===== src/rtl/error_pkg.sv =====
// Shared types and the fault-qualify equation for the error path.
// Both capture and display stages import this so they agree on one rule.
package error_pkg;

  typedef enum logic [1:0] {
    RUN,
    FAULT,
    CLEAR_WAIT
  } error_state_t;

  localparam int ERR_HI = 3;
  localparam int ERR_LO = 2;

  function automatic logic err_qualify(
    input logic [3:0] e
  );
    return ((|e[1:0]) & e[ERR_LO])
         | e[ERR_HI];
  endfunction

  function automatic logic [1:0] err_first(
    input logic [3:0] e
  );
    logic [1:0] idx;
    idx = 2'd0;
    if (e[3])      idx = 2'd3;
    else if (e[2]) idx = 2'd2;
    else if (e[1]) idx = 2'd1;
    return idx;
  endfunction

endpackage


===== src/rtl/error_capture_if.sv =====
// Raw error/clear inputs and latched status outputs of error_capture.
// The master side drives the raw lines, the slave side is the capture block.
interface error_capture_if #(
  parameter int CNT_W = 8
);
  logic [3:0]       err_in;
  logic             clear;
  logic [3:0]       error;
  logic             status;
  logic [CNT_W-1:0] fault_cnt;
  logic [1:0]       first_err;
  logic             first_valid;

  modport master (
    output err_in, clear,
    input  error, status, fault_cnt,
    input  first_err, first_valid
  );

  modport slave (
    input  err_in, clear,
    output error, status, fault_cnt,
    output first_err, first_valid
  );
endinterface


===== src/rtl/debounce_bit.sv =====
// Two-flop synchroniser followed by a stable-count debouncer.
// The level flips only after DEBOUNCE_CYCLES consecutive differing samples.
module debounce_bit #(
  parameter int DEBOUNCE_CYCLES = 5
) (
  input  logic clk,
  input  logic rst_n,
  input  logic d,
  output logic q
);

  logic       s1;
  logic       s2;
  logic [7:0] cnt;

  always_ff @(posedge clk or negedge rst_n) begin
    if (!rst_n) begin
      s1  <= 1'b0;
      s2  <= 1'b0;
      q   <= 1'b0;
      cnt <= 8'd0;
    end else begin
      s1 <= d;
      s2 <= s1;
      if (s2 == q) begin
        cnt <= 8'd0;
      end else if (cnt == 8'(DEBOUNCE_CYCLES - 1)) begin
        q   <= ~q;
        cnt <= 8'd0;
      end else begin
        cnt <= cnt + 8'd1;
      end
    end
  end

endmodule


===== src/rtl/error_capture.sv =====
// Conditions four raw error lines into a sticky error vector and fault FSM.
// Also counts fault entries and records which bit triggered the fault.
module error_capture
  import error_pkg::*;
#(
  parameter int DEBOUNCE_CYCLES = 5,
  parameter int CNT_W           = 8
) (
  input  logic          hz100,
  input  logic          reset,
  error_capture_if.slave bus
);

  logic [3:0]       deb;
  logic             clr_s1;
  logic             clr_s;
  logic [3:0]       err_q;
  logic [CNT_W-1:0] cnt_q;
  logic [1:0]       first_q;
  logic             fvalid_q;
  error_state_t     state_q;
  error_state_t     state_d;
  logic             latch;
  logic             enter;

  for (genvar i = 0; i < 4; i++) begin : g_db
    debounce_bit #(
      .DEBOUNCE_CYCLES(DEBOUNCE_CYCLES)
    ) u_db (
      .clk  (hz100),
      .rst_n(reset),
      .d    (bus.err_in[i]),
      .q    (deb[i])
    );
  end

  // Clear is a plain level: synchronised but deliberately not debounced.
  always_ff @(posedge hz100 or negedge reset) begin
    if (!reset) begin
      clr_s1 <= 1'b0;
      clr_s  <= 1'b0;
    end else begin
      clr_s1 <= bus.clear;
      clr_s  <= clr_s1;
    end
  end

  always_ff @(posedge hz100 or negedge reset) begin
    if (!reset) state_q <= RUN;
    else        state_q <= state_d;
  end

  always_comb begin
    state_d = state_q;
    latch   = 1'b0;
    enter   = 1'b0;
    unique case (state_q)
      RUN: begin
        latch = 1'b1;
        if (clr_s) begin
          state_d = CLEAR_WAIT;
        end else if (err_qualify(err_q)) begin
          state_d = FAULT;
          enter   = 1'b1;
        end
      end
      FAULT: begin
        latch = 1'b1;
        if (clr_s) state_d = CLEAR_WAIT;
      end
      CLEAR_WAIT: begin
        if (!clr_s) state_d = RUN;
      end
      default: state_d = RUN;
    endcase
  end

  // Error and first_valid read as zero for the whole CLEAR_WAIT stay.
  always_ff @(posedge hz100 or negedge reset) begin
    if (!reset) begin
      err_q    <= 4'd0;
      cnt_q    <= '0;
      first_q  <= 2'd0;
      fvalid_q <= 1'b0;
    end else begin
      if (state_d == CLEAR_WAIT) begin
        err_q    <= 4'd0;
        fvalid_q <= 1'b0;
      end else if (latch) begin
        err_q <= err_q | deb;
      end
      if (enter) begin
        if (cnt_q != '1) cnt_q <= cnt_q + CNT_W'(1);
        first_q  <= err_first(err_q);
        fvalid_q <= 1'b1;
      end
    end
  end

  assign bus.error       = err_q;
  assign bus.status      = (state_q == FAULT);
  assign bus.fault_cnt   = cnt_q;
  assign bus.first_err   = first_q;
  assign bus.first_valid = fvalid_q;

endmodule


===== src/flat_wrapper.sv =====
// flat-port wrapper written by rule: the top's interface ports become plain ports
module error_capture_flat import error_pkg::*;
#(
  parameter int DEBOUNCE_CYCLES = 5,
  parameter int CNT_W           = 8
)
  (hz100, reset, bus_err_in, bus_clear, bus_error, bus_status, bus_fault_cnt, bus_first_err, bus_first_valid);
  error_capture_if #(.CNT_W(CNT_W)) bus_i ();
  input  logic hz100;
  input  logic reset;
  input wire logic [$bits(bus_i.err_in)-1:0] bus_err_in;
  input wire logic [$bits(bus_i.clear)-1:0] bus_clear;
  output wire logic [$bits(bus_i.error)-1:0] bus_error;
  output wire logic [$bits(bus_i.status)-1:0] bus_status;
  output wire logic [$bits(bus_i.fault_cnt)-1:0] bus_fault_cnt;
  output wire logic [$bits(bus_i.first_err)-1:0] bus_first_err;
  output wire logic [$bits(bus_i.first_valid)-1:0] bus_first_valid;
  assign bus_i.err_in = bus_err_in;
  assign bus_i.clear = bus_clear;
  assign bus_error = bus_i.error;
  assign bus_status = bus_i.status;
  assign bus_fault_cnt = bus_i.fault_cnt;
  assign bus_first_err = bus_i.first_err;
  assign bus_first_valid = bus_i.first_valid;
  error_capture #(.DEBOUNCE_CYCLES(DEBOUNCE_CYCLES), .CNT_W(CNT_W)) u_core (.hz100(hz100), .reset(reset), .bus(bus_i));
endmodule

===== config.mk =====
export PLATFORM = sky130hd
export DESIGN_NAME = error_capture_flat
export DESIGN_NICKNAME = d
export VERILOG_FILES = /design/src/rtl/error_pkg.sv /design/src/rtl/error_capture_if.sv /design/src/rtl/debounce_bit.sv /design/src/rtl/error_capture.sv /design/src/flat_wrapper.sv
export SDC_FILE = /design/constraint.sdc
export NUM_CORES = 1
export LEC_CHECK = 0
export ABC_CLOCK_PERIOD_IN_PS = 3610
export BUFFER_PORTS_ARGS = -buffer_cell sky130_fd_sc_hd__buf_2
export CELL_PAD_IN_SITES_DETAIL_PLACEMENT = 0
export CELL_PAD_IN_SITES_GLOBAL_PLACEMENT = 1
export CORE_ASPECT_RATIO = 0.6
export CORE_MARGIN = 3
export CORE_UTILIZATION = 32
export DETAILED_ROUTE_END_ITERATION = 8
export GPL_TIMING_DRIVEN = 0
export PLACE_DENSITY_LB_ADDON = 0.1
export SYNTH_ARGS = -nofsm -noshare
export SYNTH_HDL_FRONTEND = slang
export SYNTH_SLANG_ARGS = --single-unit

===== constraint.sdc =====
create_clock -name hz100 -period 3.61 [get_ports hz100]
set_clock_uncertainty 0.1 [all_clocks]
set_input_delay 0.722 -clock hz100 [delete_from_list [all_inputs] [get_ports hz100]]
set_output_delay 0.722 -clock hz100 [all_outputs]
set_load 0.02 [all_outputs]

* Word-level counts from Yosys, hierarchy flattened
Cells that the tools add are included.
** Storage, ports and cells
- Register bits after elaboration :: 63
- Input port bits :: 7
- Output and inout port bits :: 16
- Word-level logic and storage cells :: 85
** Cells by class
- Add/sub/neg operators :: 5
- Equal/unequal tests :: 12
- Muxes and demuxes :: 24
- Bitwise logic cells :: 11
- Reductions and logical operators :: 10
** Operator list (count)
- 8-bit two-way mux :: 8
- 8-bit by 1-bit adder with 8-bit output, second input constant :: 5
- 8-bit by 3-bit == test with 1-bit output, second input constant :: 4
- 2-bit two-way mux :: 6
- 2-bit AND reduction :: 5
- 4-bit two-way mux :: 2
- 8-bit != test, second input constant :: 1
- 1-bit NOT :: 8
- 1-bit two-way mux :: 7
- 2-bit one-hot mux with 3 select lines :: 1
- 1-bit == test :: 4
- 2-bit == test, second input constant :: 2
- 4-bit bitwise OR :: 1
- 2-bit nonzero test :: 2
- 2-bit OR reduction :: 2
- 2-bit by 1-bit == test with 1-bit output, second input constant :: 1
- 2-bit zero test :: 1
- 1-bit bitwise AND :: 1
- 1-bit bitwise OR :: 1

* Logic depth before layout (Yosys ltp)
Gate-level depths: netlist of run 1.
- Word-level depth :: 9
- Gate-level depth with buffers :: 6
- Gate-level depth less buffers :: 6

* Cells and area by module
Synthesis of run 1 repeated with hierarchy kept, for this count alone.
** Unflattened totals
- Cell total of the unflattened synthesis :: 248
- Area, all modules :: 2778.9 sq um
** Modules (own cells, without submodules)
- debounce_bit at u_core.g_db[0].u_db ... :: instances 3, cells an instance 46, area each 498.0 sq um, sequential area each 275.3 sq um
- error_capture :: instances 1, cells an instance 65, area each 769.5 sq um, sequential area each 475.5 sq um
- debounce_bit at u_core.g_db[2].u_db :: instances 1, cells an instance 45, area each 515.5 sq um, sequential area each 275.3 sq um

* Worst setup path before layout of run 1
No wires, ideal clock.
- Path type :: register to output
- From :: register u_core.state_q[1]
- To :: output port bus_status
- Arrival :: 0.820 ns
- Data required time :: 2.788 ns
- Path slack :: 1.968 ns
- Cell stages (with the launch flop) :: 3
- Path buffers :: 1
- Path through :: dfrtp_1 -> buf_2 -> nor2b_1
** On the way
- Cells in the longest elaborated chain, start to end :: 1
** Ends and longest elaborated chain
- start: declaration :: line error_capture.sv:21 : error_state_t state_q;
- start signal: assignment :: line error_capture.sv:50 : else state_q <= state_d;
- 2-bit by 1-bit == test with 1-bit output :: line error_capture.sv:101 : assign bus.status = (state_q == FAULT);
- end: declaration :: line flat_wrapper.sv:14 : output wire logic [$bits(bus_i.status)-1:0] bus_status;
No other way between the ends.

* Worst setup path in the final report of run 1
Same ends and word-level chain as after synthesis.

==> results of run 1 <==
-- power breakdown --
part | internal (uW) | switching (uW)
Sequential | 827 | 116
Combinational | 187 | 252
Clock | 616 | 289
-- critical path, cell delays in order, from the launching register on --
cell,delay [ps]
sky130_fd_sc_hd__dfrtp_1,350
sky130_fd_sc_hd__buf_2,180
sky130_fd_sc_hd__nor2b_1,150
sky130_fd_sc_hd__buf_2,180
-- cells by family after synthesis --
kind of cell    Yosys count
buf+inv                  15
xor+xnor                 31
compound gates           21
mux                       7
simple gates             93
fa+ha+maj                 9
flops                    63
-- worst max path at each step --
stage | endpoint | depth (start not counted) | slack (ps)
2_1_floorplan | bus_status | 2 | 1970
3_3_place_gp | u_core.g_db[1].u_db.cnt[0] | 1 | 1390
3_5_place_dp | bus_status | 3 | 1930
4_1_cts | bus_status | 3 | 1570
5_1_grt | bus_status | 3 | 1500
6_report | bus_status | 3 | 1610
-- per-stage QoR --
stage,utilization (%),hold WS [ps],instance area [sq um],setup WS (ps)
floorplan,-,231,2730,1970
global placement,36.9,238,2980,1390
CTS,40.8,249,3290,1570
global route,40.8,252,3290,1500
finish,40.8,247,3290,1610
detailed placement,36.9,237,2980,1930
-- layer usage --
metal  up-vias  track usage, %  wire length, um
met5         -               0                0
li1        874               -                -
met2        22            14.6             1850
met4         0            3.90               66
met3         9            5.30              218
met1       824            16.7             2720
-- registers in the layout, summed over array words and instances, names as in the netlist --
register                flops
u_core.g_db.u_db.cnt       32
u_core.bus.fault_cnt        8
u_core.bus.error            4
u_core.g_db.u_db.q          4
u_core.g_db.u_db.s1         4
u_core.g_db.u_db.s2         4
u_core.bus.first_err        2
u_core.state_q              2
u_core.bus.first_valid      1
u_core.clr_s                1
u_core.clr_s1               1
-- area by class of cell --
type / instances / area, sq um / area share, %
sequential: 63 / 1580 / 47.9
tap: 108 / 135 / 4.10
clock buffer: 11 / 243 / 7.37
buffer: 2 / 16.3 / 0.494
inverter: 13 / 48.8 / 1.48
multi-input combinational: 161 / 1090 / 33.2
timing repair buffer: 22 / 113 / 3.42
clock inverter: 4 / 70.1 / 2.13
-- cell usage in the layout, fill, tap and decap left out, types with 2 or more instances in the layout --
cell	n
sky130_fd_sc_hd__bufinv_16	2
sky130_fd_sc_hd__clkbuf_16	9
sky130_fd_sc_hd__dfrtp_1	63
sky130_fd_sc_hd__nand3_1	24
sky130_fd_sc_hd__clkinv_2	2
sky130_fd_sc_hd__inv_1	13
sky130_fd_sc_hd__and3_1	11
sky130_fd_sc_hd__nor4b_1	3
sky130_fd_sc_hd__mux2_2	6
sky130_fd_sc_hd__o21ai_0	9
sky130_fd_sc_hd__xnor2_1	9
sky130_fd_sc_hd__nor3_1	2
sky130_fd_sc_hd__xor2_1	22
sky130_fd_sc_hd__a21oi_1	4
sky130_fd_sc_hd__nor2_1	35
sky130_fd_sc_hd__buf_2	22
sky130_fd_sc_hd__nor3_4	2
sky130_fd_sc_hd__nand2_1	8
sky130_fd_sc_hd__ha_1	9
==> summary.log, run 1 <==
INFO  run_status     status=finished, final reports clean
INFO  floorplan      initial_core_util=33.9%
INFO  synth          synth_top_cell_area_share=57.7%
INFO  clocking       cts_h_tree_depth=3
INFO  finish         total_inserted_antenna_cells=0
INFO  critical_path  cp_max_fo=9
INFO  grt            grt_max_degree=64
INFO  floorplan      dieArea=9720squm
INFO  critical_path  worstSetupStartpointType=register
INFO  sta            finalCriticalPeriod=2000ps
INFO  synth          postSynthRegisterBits=63
INFO  routing        postRouteWirelength=4850um
INFO  synth          synth-simple-area-share=17.8%
INFO  synth          yosys.area_share.adder=4.12%
INFO  critical_path  r2r_setup_slack=1970ps
INFO  clocking       cts_buffers=9
INFO  synth          synth_seq_area_share=57.7%
INFO  finish         layout.filler_cells=800
INFO  synth          synthXorXnorAreaFrac=9.93%
INFO  clocking       clock_pin_slew_on_the_worst_setup_and_hold_paths=50ps
INFO  critical_path  critical_path.reg2reg.endpoint=u_core.bus.fault_cnt[6]
INFO  sta            maxSlewHeadroom=47.4%
INFO  sta            timing.final.setup_violations=0
INFO  worst_hold_path min_to=u_core.clr_s
INFO  placed_design  portBuffers=22
INFO  synth          netlist_instances=239
INFO  clocking       cts_hold_buffers=0
INFO  power_and_ir_drop pwr_density_cell=694nW/um^2
INFO  grt            gr-total-overflow=0
INFO  synth          ys_dominant_reg_cell=sky130_fd_sc_hd__dfrtp_1
INFO  sta            final-max-slew-violation-count=0
INFO  power_and_ir_drop total_power=2290uW
INFO  clocking       clkLatencyLatePin=320ps
INFO  worst_hold_path min_path_cells=0
INFO  placed_design  global_placer_s_final_weighted_congestion=0.754
INFO  clocking       ctsResizeCount=0
INFO  synth          synth_compound_gate_area_share=5.03%
INFO  clocking       clockBufferDepth=2
INFO  critical_path  critical_path_launch_point=u_core.state_q[1]
INFO  synth          synth_nets=255
INFO  clocking       clock_tree_from_tritoncts=yes
INFO  clocking       clock_sinks=63
INFO  power_and_ir_drop ir_drop=0.285mV
INFO  synth          yosys.area.top_type=sky130_fd_sc_hd__dfrtp_1
INFO  synth          synthDistinctLibCells=34
INFO  finish         post_route_cells_drive_above_1_share=19.2%
INFO  routing        drt_first_iter_violations=85
INFO  sta            achievable-frequency=500MHz
INFO  finish         synthToLayoutAreaGrowth=20.5%
INFO  critical_path  timing_worst_setup_path_type=reg2out
INFO  sta            final_hold_viol_count=0
INFO  sta            tns=0ps
INFO  routing        route.detailed.drc=0
INFO  critical_path  critical_path.reg2reg.startpoint=u_core.clr_s
INFO  sta            period_utilisation_layout=55.5%
INFO  routing        number_of_search_and_repair_iterations_in_the_first_detailed_routing_pass=4
INFO  routing        drt.antenna.violating_nets=0
INFO  synth          synth.most_common_cell=sky130_fd_sc_hd__dfrtp_1
INFO  synth          synthArstFlopShare=100%
INFO  placed_design  detailed_place_hpwl=3230um
INFO  floorplan      core_area=8070squm
INFO  floorplan      die_y=77.6um
INFO  synth          synthTopCellsByArea=sky130_fd_sc_hd__dfrtp_1 (58%), sky130_fd_sc_hd__xor2_1 (7.0%), sky130_fd_sc_hd__nor2_1 (4.8%), sky130_fd_sc_hd__nand3_1 (4.4%), sky130_fd_sc_hd__ha_1 (4.1%)
INFO  grt            grt_first_pass_wirelength=8710um
INFO  grt            antenna_found_initial=0
INFO  critical_path  endpoint_kind_of_the_worst_setup_timing_path=output pin
INFO  worst_hold_path worst_hold_startpoint=u_core.clr_s1
INFO  worst_hold_path hold_class=reg2reg
INFO  routing        routed_via_density=4.50
INFO  floorplan      die_width=125um
INFO  routing        post_dr_wirelength_cell=12.6um
INFO  synth          ys_top_cells_by_count=sky130_fd_sc_hd__dfrtp_1 (63), sky130_fd_sc_hd__nor2_1 (35), sky130_fd_sc_hd__nand3_1 (24)
INFO  synth          synth_top_family_by_area=simple AND/OR/NAND/NOR gates
INFO  finish         instances_no_fill=384
INFO  finish         number_of_nets_in_the_layout=288
INFO  floorplan      io-pin-count=23
INFO  clocking       post_cts_setup_buffer_count=0
INFO  synth          synth-edff-count=0
INFO  critical_path  worstRegToRegCells=4
INFO  critical_path  worst-endpoint-arrival=1180ps
INFO  synth          synth.mux.area_fraction=3.02%
INFO  sta            grt_setup_unrepaired=false
INFO  floorplan      rows=25
INFO  sta            worst_pin_slew=788ps
INFO  synth          syn-cell-area=2730squm
INFO  grt            groute.usage.overall=11.4%
INFO  flow_run       max_capacitance_violation_total=0
INFO  synth          synth_area_per_cell=11.4squm
INFO  critical_path  critical_path_required=2790ps
INFO  routing        vias=1729
INFO  grt            via_count_of_the_first_global_routing_pass=1731
INFO  placed_design  placedCellCount=369
INFO  synth          yosys_warnings=0
INFO  clocking       ctsRootBufferMaster=sky130_fd_sc_hd__clkbuf_16
INFO  power_and_ir_drop p_leak=0.00159uW
No activity file was read; power rests on OpenSTA's default activity.
==> inputs of run 2 (changes only) <==
- ABC_AREA: unset -> 1
- ABC_CLOCK_PERIOD_IN_PS: 3610 -> 1700
- clock period: 3.61 -> 1.7 ns (I/O delays scaled with it)
==> run 2 against run 1 <==
  * Setup slack worse by 1500 ps
  * Combinational power is 94% higher
  * Cell count up 26%
  * Count of clock-buffer cells in the layout increased by 2
  * The run now ends with negative hold slack left
  * Sequential cell count did not move
  * Global-route usage is 0.72 points higher
  * Total power rose by 94%
  * Clock power rose by 81%
  * Synthesized cell count is 40% higher
  * Routed wire length is 16% higher
==> summary.log, run 2 <==
INFO  finish         register_area=1580squm
INFO  routing        drt.antenna.violating_nets=0
INFO  critical_path  worstSetupStartpointType=register
INFO  clocking       cts_h_tree_depth=3
INFO  placed_design  detailed_place_hpwl=3940um
INFO  routing        routed_via_density=4.33
INFO  run_status     violations_in_the_final_reports=negative hold slack
INFO  synth          ys_dominant_reg_cell=sky130_fd_sc_hd__dfrtp_1
INFO  sta            finalCriticalPeriod=1600ps
INFO  flow_run       max_capacitance_violation_total=0
INFO  placed_design  global_placer_s_final_weighted_congestion=0.730
INFO  power_and_ir_drop pwr_density_cell=1260nW/um^2
INFO  clocking       cts_hold_buffers=0
INFO  clocking       clock_tree_from_tritoncts=yes
INFO  grt            grt_max_degree=64
INFO  placed_design  portBuffers=22
INFO  sta            timing.final.setup_violations=0
INFO  synth          yosys_warnings=0
INFO  clocking       ctsRootBufferMaster=sky130_fd_sc_hd__clkbuf_16
INFO  routing        number_of_search_and_repair_iterations_in_the_first_detailed_routing_pass=5
INFO  sta            post-route-worst-setup-slack=102ps
INFO  run_status     status=finished with violations
INFO  critical_path  timing_worst_setup_path_type=reg2out
INFO  critical_path  critical_path_launch_point=u_core.state_q[0]
INFO  synth          synth_top_cell_area_share=52.8%
INFO  synth          postSynthRegisterBits=63
INFO  finish         top_register=u_core.g_db.u_db.cnt
INFO  critical_path  worstRegToRegCells=8
INFO  floorplan      dieArea=10600squm
INFO  finish         most-common-layout-cells=sky130_fd_sc_hd__nand2_1 (71), sky130_fd_sc_hd__dfrtp_1 (63), sky130_fd_sc_hd__inv_1 (46)
INFO  clocking       clkLatencyLatePin=320ps
INFO  finish         layout.filler_cells=877
INFO  critical_path  critical_path_required=1260ps
INFO  clocking       ctsResizeCount=0
INFO  sta            period_utilisation_layout=94.0%
INFO  finish         post_route_cells_drive_above_1_share=15.6%
INFO  finish         number_of_nets_in_the_layout=384
INFO  sta            finalHoldWorstSlack=-3.29ps
INFO  critical_path  critical_path.reg2reg.endpoint=u_core.bus.fault_cnt[3]
INFO  power_and_ir_drop p_leak=0.00179uW
INFO  routing        post_dr_wirelength_cell=11.7um
INFO  floorplan      rows=26
INFO  clocking       clock_pin_slew_on_the_worst_setup_and_hold_paths=50ps
INFO  sta            achievable-frequency=626MHz
INFO  synth          syn-cell-area=2990squm
INFO  synth          synth-edff-count=0
INFO  floorplan      io-pin-count=23
INFO  clocking       clock_sinks=63
INFO  critical_path  endpoint_kind_of_the_worst_setup_timing_path=output pin
INFO  routing        postRouteWirelength=5640um
INFO  clocking       post_cts_setup_buffer_count=0
INFO  clocking       cts_buffers=9
INFO  clocking       clockBufferDepth=2
INFO  synth          synthDistinctLibCells=27
INFO  routing        drt_first_iter_violations=112
INFO  synth          netlist_instances=335
INFO  synth          synthTopCellsByArea=sky130_fd_sc_hd__dfrtp_1 (53%), sky130_fd_sc_hd__nand2_1 (8.9%), sky130_fd_sc_hd__inv_1 (5.8%), sky130_fd_sc_hd__nor2_1 (5.3%), sky130_fd_sc_hd__ha_1 (3.8%)
INFO  sta            final_hold_viol_count=10
INFO  floorplan      die_width=131um
INFO  finish         largest_register_ffs=32
INFO  sta            worst_pin_slew=814ps
INFO  synth          synthArstFlopShare=100%
INFO  synth          synth_seq_area_share=52.8%
INFO  finish         layout.cells.most_common=sky130_fd_sc_hd__nand2_1
INFO  floorplan      die_y=80.9um
INFO  critical_path  cp_max_fo=3
INFO  sta            grt_setup_unrepaired=false
INFO  grt            antenna_found_initial=0
INFO  routing        vias=2090
INFO  finish         synthToLayoutAreaGrowth=17.3%
INFO  synth          synth_nets=351
INFO  sta            final-max-slew-violation-count=0
INFO  sta            maxSlewHeadroom=45.7%
INFO  synth          yosys.area.top_type=sky130_fd_sc_hd__dfrtp_1
INFO  power_and_ir_drop ir_drop=0.501mV
INFO  synth          synth.most_common_cell=sky130_fd_sc_hd__nand2_1
INFO  finish         total_inserted_antenna_cells=0
INFO  critical_path  worst-endpoint-arrival=1160ps
INFO  routing        route.detailed.drc=0
INFO  critical_path  critical_path.reg2reg.startpoint=u_core.bus.fault_cnt[0]
INFO  worst_hold_path hold_class=in2async
INFO  floorplan      initial_core_util=34.0%
INFO  grt            groute.usage.overall=12.2%
INFO  grt            gr-total-overflow=0
INFO  sta            tns=0ps
INFO  synth          synth_area_per_cell=8.92squm
INFO  critical_path  r2r_setup_slack=270ps
INFO  placed_design  pre_cts_ws=275ps
INFO  grt            via_count_of_the_first_global_routing_pass=1983
INFO  grt            grt_first_pass_wirelength=9760um
INFO  synth          ys_top_cells_by_count=sky130_fd_sc_hd__nand2_1 (71), sky130_fd_sc_hd__dfrtp_1 (63), sky130_fd_sc_hd__inv_1 (46)
INFO  finish         multiInputGateArea=1200squm
INFO  floorplan      core_area=8780squm
==> run 2: cell types whose count changed after synthesis, sizes merged, moves of 11 or more <==
cell,delta
nand3,-12
nand2,+68
inv,+42
nand4,+12
nor2,+11
==> run 2: worst max path at each step <==
stage | endpoint | slack, ps | cells after the start
2_1_floorplan | u_core.bus.fault_cnt[4] | 280 | 8
3_3_place_gp | u_core.g_db[1].u_db.cnt[0] | -120 | 1
3_5_place_dp | u_core.bus.fault_cnt[3] | 270 | 8
4_1_cts | bus_status | 50 | 3
5_1_grt | bus_status | 20 | 3
6_report | bus_status | 100 | 3
==> run 2: kinds of logic (layout without fill, tap and decap cells) <==
logic type               Yosys count  after routing  share of synthesized area, %
AO/OA/AOI/OAI                     27             27                          4.90
XOR/XNOR                          18             18                          5.28
adder cells (fa/ha/maj)            9              9                          3.77
buffers and inverters             56             92                          7.04
flip-flops                        63             63                          52.8
AND/OR/NAND/NOR                  162            162                          26.3
==> run 2: power by group <==
part | leakage, uW | switching, uW | internal (uW)
combinational | 0.000821 | 551 | 303
clock | 0.000132 | 595 | 1050
sequential | 0.000835 | 219 | 1720
total | 0.00179 | 1360 | 3070
==> run 2: worst max-delay path, stage by stage, from the launching register on <==
cell and delay, ps:
sky130_fd_sc_hd__dfrtp_1 460, sky130_fd_sc_hd__inv_1 90, sky130_fd_sc_hd__nor2_1 110, sky130_fd_sc_hd__buf_2 180
==> run 2: area by class of cell <==
cell class	count	area share, %
Multi-Input combinational cell	216	34.3
Clock buffer	13	7.42
Timing Repair Buffer	22	3.21
Sequential cell	63	45.0
Clock inverter	1	0.143
Tap cell	112	4.00
Inverter	56	6.00
==> run 2: metrics by stage <==
stage	util, %	instances	cell area (sq um)	power [uW]
detailed placement	36.9	469	3240	2830
finish	39.9	483	3510	4430
global placement	36.9	469	3240	2830
global route	39.9	483	3510	4760
CTS	39.9	483	3510	4520
floorplan	-	335	2990	2540
==> run 2: per-layer routing <==
metal  up-vias  track usage [%]  share of wire [%]
li1       1124                -                  -
met1       927             17.5                 57
met2        30             15.9                 36
met3         9             5.12                4.8
met4         0             4.62                1.8
met5         -                0                  0
==> inputs of run 3 (changes only) <==
- ABC_CLOCK_PERIOD_IN_PS: 1700 -> 1500
- clock period: 1.7 -> 1.5 ns (I/O delays scaled with it)
==> run 3 against run 2 <==
  * The run still ends with negative hold slack left
  * Non-clock buffer count increased by 7
  * Critical path type unchanged
  * Worst hold slack worse by 41 ps
  * Total power up 14%
  * Register-to-register slack lost 180 ps
  * Cell area increased by 2.0%
  * Via count is 0.86% higher
==> summary.log, run 3 (same netlist as run 2, synthesis figures left out) <==
INFO  run_status     status=finished with violations
INFO  run_status     violations_in_the_final_reports=negative hold slack
INFO  finish         post_route_cells_drive_above_1_share=16.7%
INFO  routing        post_dr_wirelength_cell=11.6um
INFO  clocking       ctsRootBufferMaster=sky130_fd_sc_hd__clkbuf_16
INFO  sta            grt_setup_unrepaired=false
INFO  clocking       cts_h_tree_depth=3
INFO  worst_hold_path hold_class=in2async
INFO  routing        route.detailed.drc=0
INFO  floorplan      rows=26
INFO  power_and_ir_drop total_power=5070uW
INFO  sta            maxSlewHeadroom=45.9%
INFO  critical_path  cp_max_fo=3
INFO  placed_design  global_placer_s_final_weighted_congestion=0.730
INFO  grt            via_count_of_the_first_global_routing_pass=1999
INFO  routing        postRouteWirelength=5680um
INFO  power_and_ir_drop pwr_density_cell=1420nW/um^2
INFO  critical_path  worstSetupStartpointType=register
INFO  finish         largest_register_ffs=32
INFO  finish         post-route-cell-area=3580squm
INFO  sta            achievable-frequency=701MHz
INFO  critical_path  critical_path_required=1100ps
INFO  clocking       clock_pin_slew_on_the_worst_setup_and_hold_paths=50ps
INFO  floorplan      die_y=80.9um
INFO  finish         number_of_nets_in_the_layout=391
INFO  routing        vias=2108
INFO  grt            grt_first_pass_wirelength=9800um
INFO  critical_path  endpoint_kind_of_the_worst_setup_timing_path=output pin
INFO  critical_path  timing_worst_setup_path_type=reg2out
INFO  critical_path  slowest_delay=400ps
INFO  critical_path  worst-endpoint-arrival=1030ps
INFO  sta            worst_pin_slew=811ps
INFO  placed_design  post_dp_cell_area=3240squm
INFO  finish         top_register=u_core.g_db.u_db.cnt
INFO  grt            grt_max_degree=64
INFO  floorplan      dieArea=10600squm
INFO  sta            finalCriticalPeriod=1430ps
INFO  grt            groute.usage.overall=12.2%
INFO  finish         most-common-layout-cells=sky130_fd_sc_hd__nand2_1 (69), sky130_fd_sc_hd__dfrtp_1 (62), sky130_fd_sc_hd__inv_1 (46)
INFO  floorplan      die_width=131um
INFO  floorplan      core_area=8780squm
INFO  critical_path  path_cells=nor2_1, buf_2
INFO  clocking       clockBufferDepth=2
INFO  finish         synthToLayoutAreaGrowth=19.7%
INFO  clocking       clock_tree_from_tritoncts=yes
INFO  floorplan      io-pin-count=23
INFO  sta            finalHoldWorstSlack=-44.0ps
INFO  sta            final-max-slew-violation-count=0
INFO  power_and_ir_drop ir_drop=0.568mV
INFO  sta            period_utilisation_layout=95.1%
INFO  routing        drt_first_iter_violations=105
INFO  grt            antenna_found_initial=0
INFO  finish         final_core_utilization=40.7%
INFO  flow_run       max_capacitance_violation_total=0
INFO  grt            gr-total-overflow=0
INFO  finish         layout.cells.most_common=sky130_fd_sc_hd__nand2_1
INFO  clocking       cts_buffers=9
INFO  routing        routed_via_density=4.30
INFO  finish         total_inserted_antenna_cells=0
INFO  routing        number_of_search_and_repair_iterations_in_the_first_detailed_routing_pass=5
INFO  placed_design  detailed_place_hpwl=3940um
INFO  critical_path  cp_slowest_cell=sky130_fd_sc_hd__dfrtp_1
INFO  placed_design  portBuffers=22
INFO  clocking       clock_sinks=63
INFO  clocking       clkLatencyLatePin=320ps
INFO  routing        drt.antenna.violating_nets=0
INFO  floorplan      initial_core_util=34.0%
INFO  power_and_ir_drop p_leak=0.00182uW
INFO  sta            timing.final.setup_violations=0
INFO  sta            final_hold_viol_count=39
run 3: cell count changes in the layout (fill, tap and decap cells not counted):
| cell | change |
|---|---|
| sky130_fd_sc_hd__dlygate4sd3_1 | +5 |
| sky130_fd_sc_hd__nand2_1 | -2 |
| sky130_fd_sc_hd__nand2_2 | +2 |
| sky130_fd_sc_hd__buf_4 | +2 |
| sky130_fd_sc_hd__dfrtp_1 | -1 |
| sky130_fd_sc_hd__dfrtp_2 | +1 |
run 3: path summary, 6_finish.rpt:
kind                                               to  slack (ps)               startpoint  cells after the start
setup reg to reg              u_core.bus.fault_cnt[3]          90  u_core.bus.fault_cnt[0]                      8
min in group hz100             u_core.g_db[0].u_db.s2         250   u_core.g_db[0].u_db.s1                      0
max in group asynchronous           u_core.state_q[0]         770                    reset                      1
hold reg to reg                u_core.g_db[0].u_db.s2         250   u_core.g_db[0].u_db.s1                      0
hold / removal             u_core.g_db[0].u_db.cnt[5]         -40                    reset                      1
setup / recovery                           bus_status          70        u_core.state_q[1]                      2
run 3: per-stage QoR:
step	hold slack, ps	cells	setup WS [ps]	TNS [ps]
final	-44.0	490	73.1	0
after global placement	235	469	-279	-17170
after global routing	44.4	490	7.53	0
after CTS	10.5	489	35.0	0
after detailed placement	241	469	74.6	0
after floorplan	-95.6	335	76.9	0
run 3: repair_timing:
item | CTS | global route
endpoints found under the setup margin | 1 | 12
buffers inserted | 1 | 1
hold endpoints to repair | 5 | 0
hold buffers | 5 | 0
pin swaps | 0 | 1
resized for setup | 1 | 2
run 3: worst max-delay path: cells and delay by family (launching register included):
family | cells | cell delay [ps]
flip-flops | 1 | 400
buffers and inverters | 1 | 180
AND/OR/NAND/NOR | 1 | 130
run 3: routing by layer:
metal | track usage, % | share of wire [%] | vias to the layer above
li1 | - | - | 1137
met1 | 17.7 | 57 | 934
met2 | 15.9 | 37 | 28
met3 | 5.12 | 4.6 | 9
met4 | 4.62 | 1.7 | 0
met5 | 0 | 0 | -
run 3: power by group:
group | leakage, uW | total, uW | internal (uW) | switching [uW]
sequential | 0.000834 | 2190 | 1950 | 246
clock | 0.000132 | 1860 | 1190 | 674
combinational | 0.000851 | 1010 | 374 | 638
total | 0.00182 | 5070 | 3510 | 1560
run 3: area by class of cell:
| type | instances | area, sq um |
|---|---|---|
| sequential | 63 | 1580 |
| tap | 112 | 140 |
| timing repair buffer | 29 | 178 |
| inverter | 56 | 210 |
| multi-input combinational | 216 | 1210 |
| clock inverter | 1 | 5.00 |
| fill | 880 | 5210 |
| clock buffer | 13 | 260 |
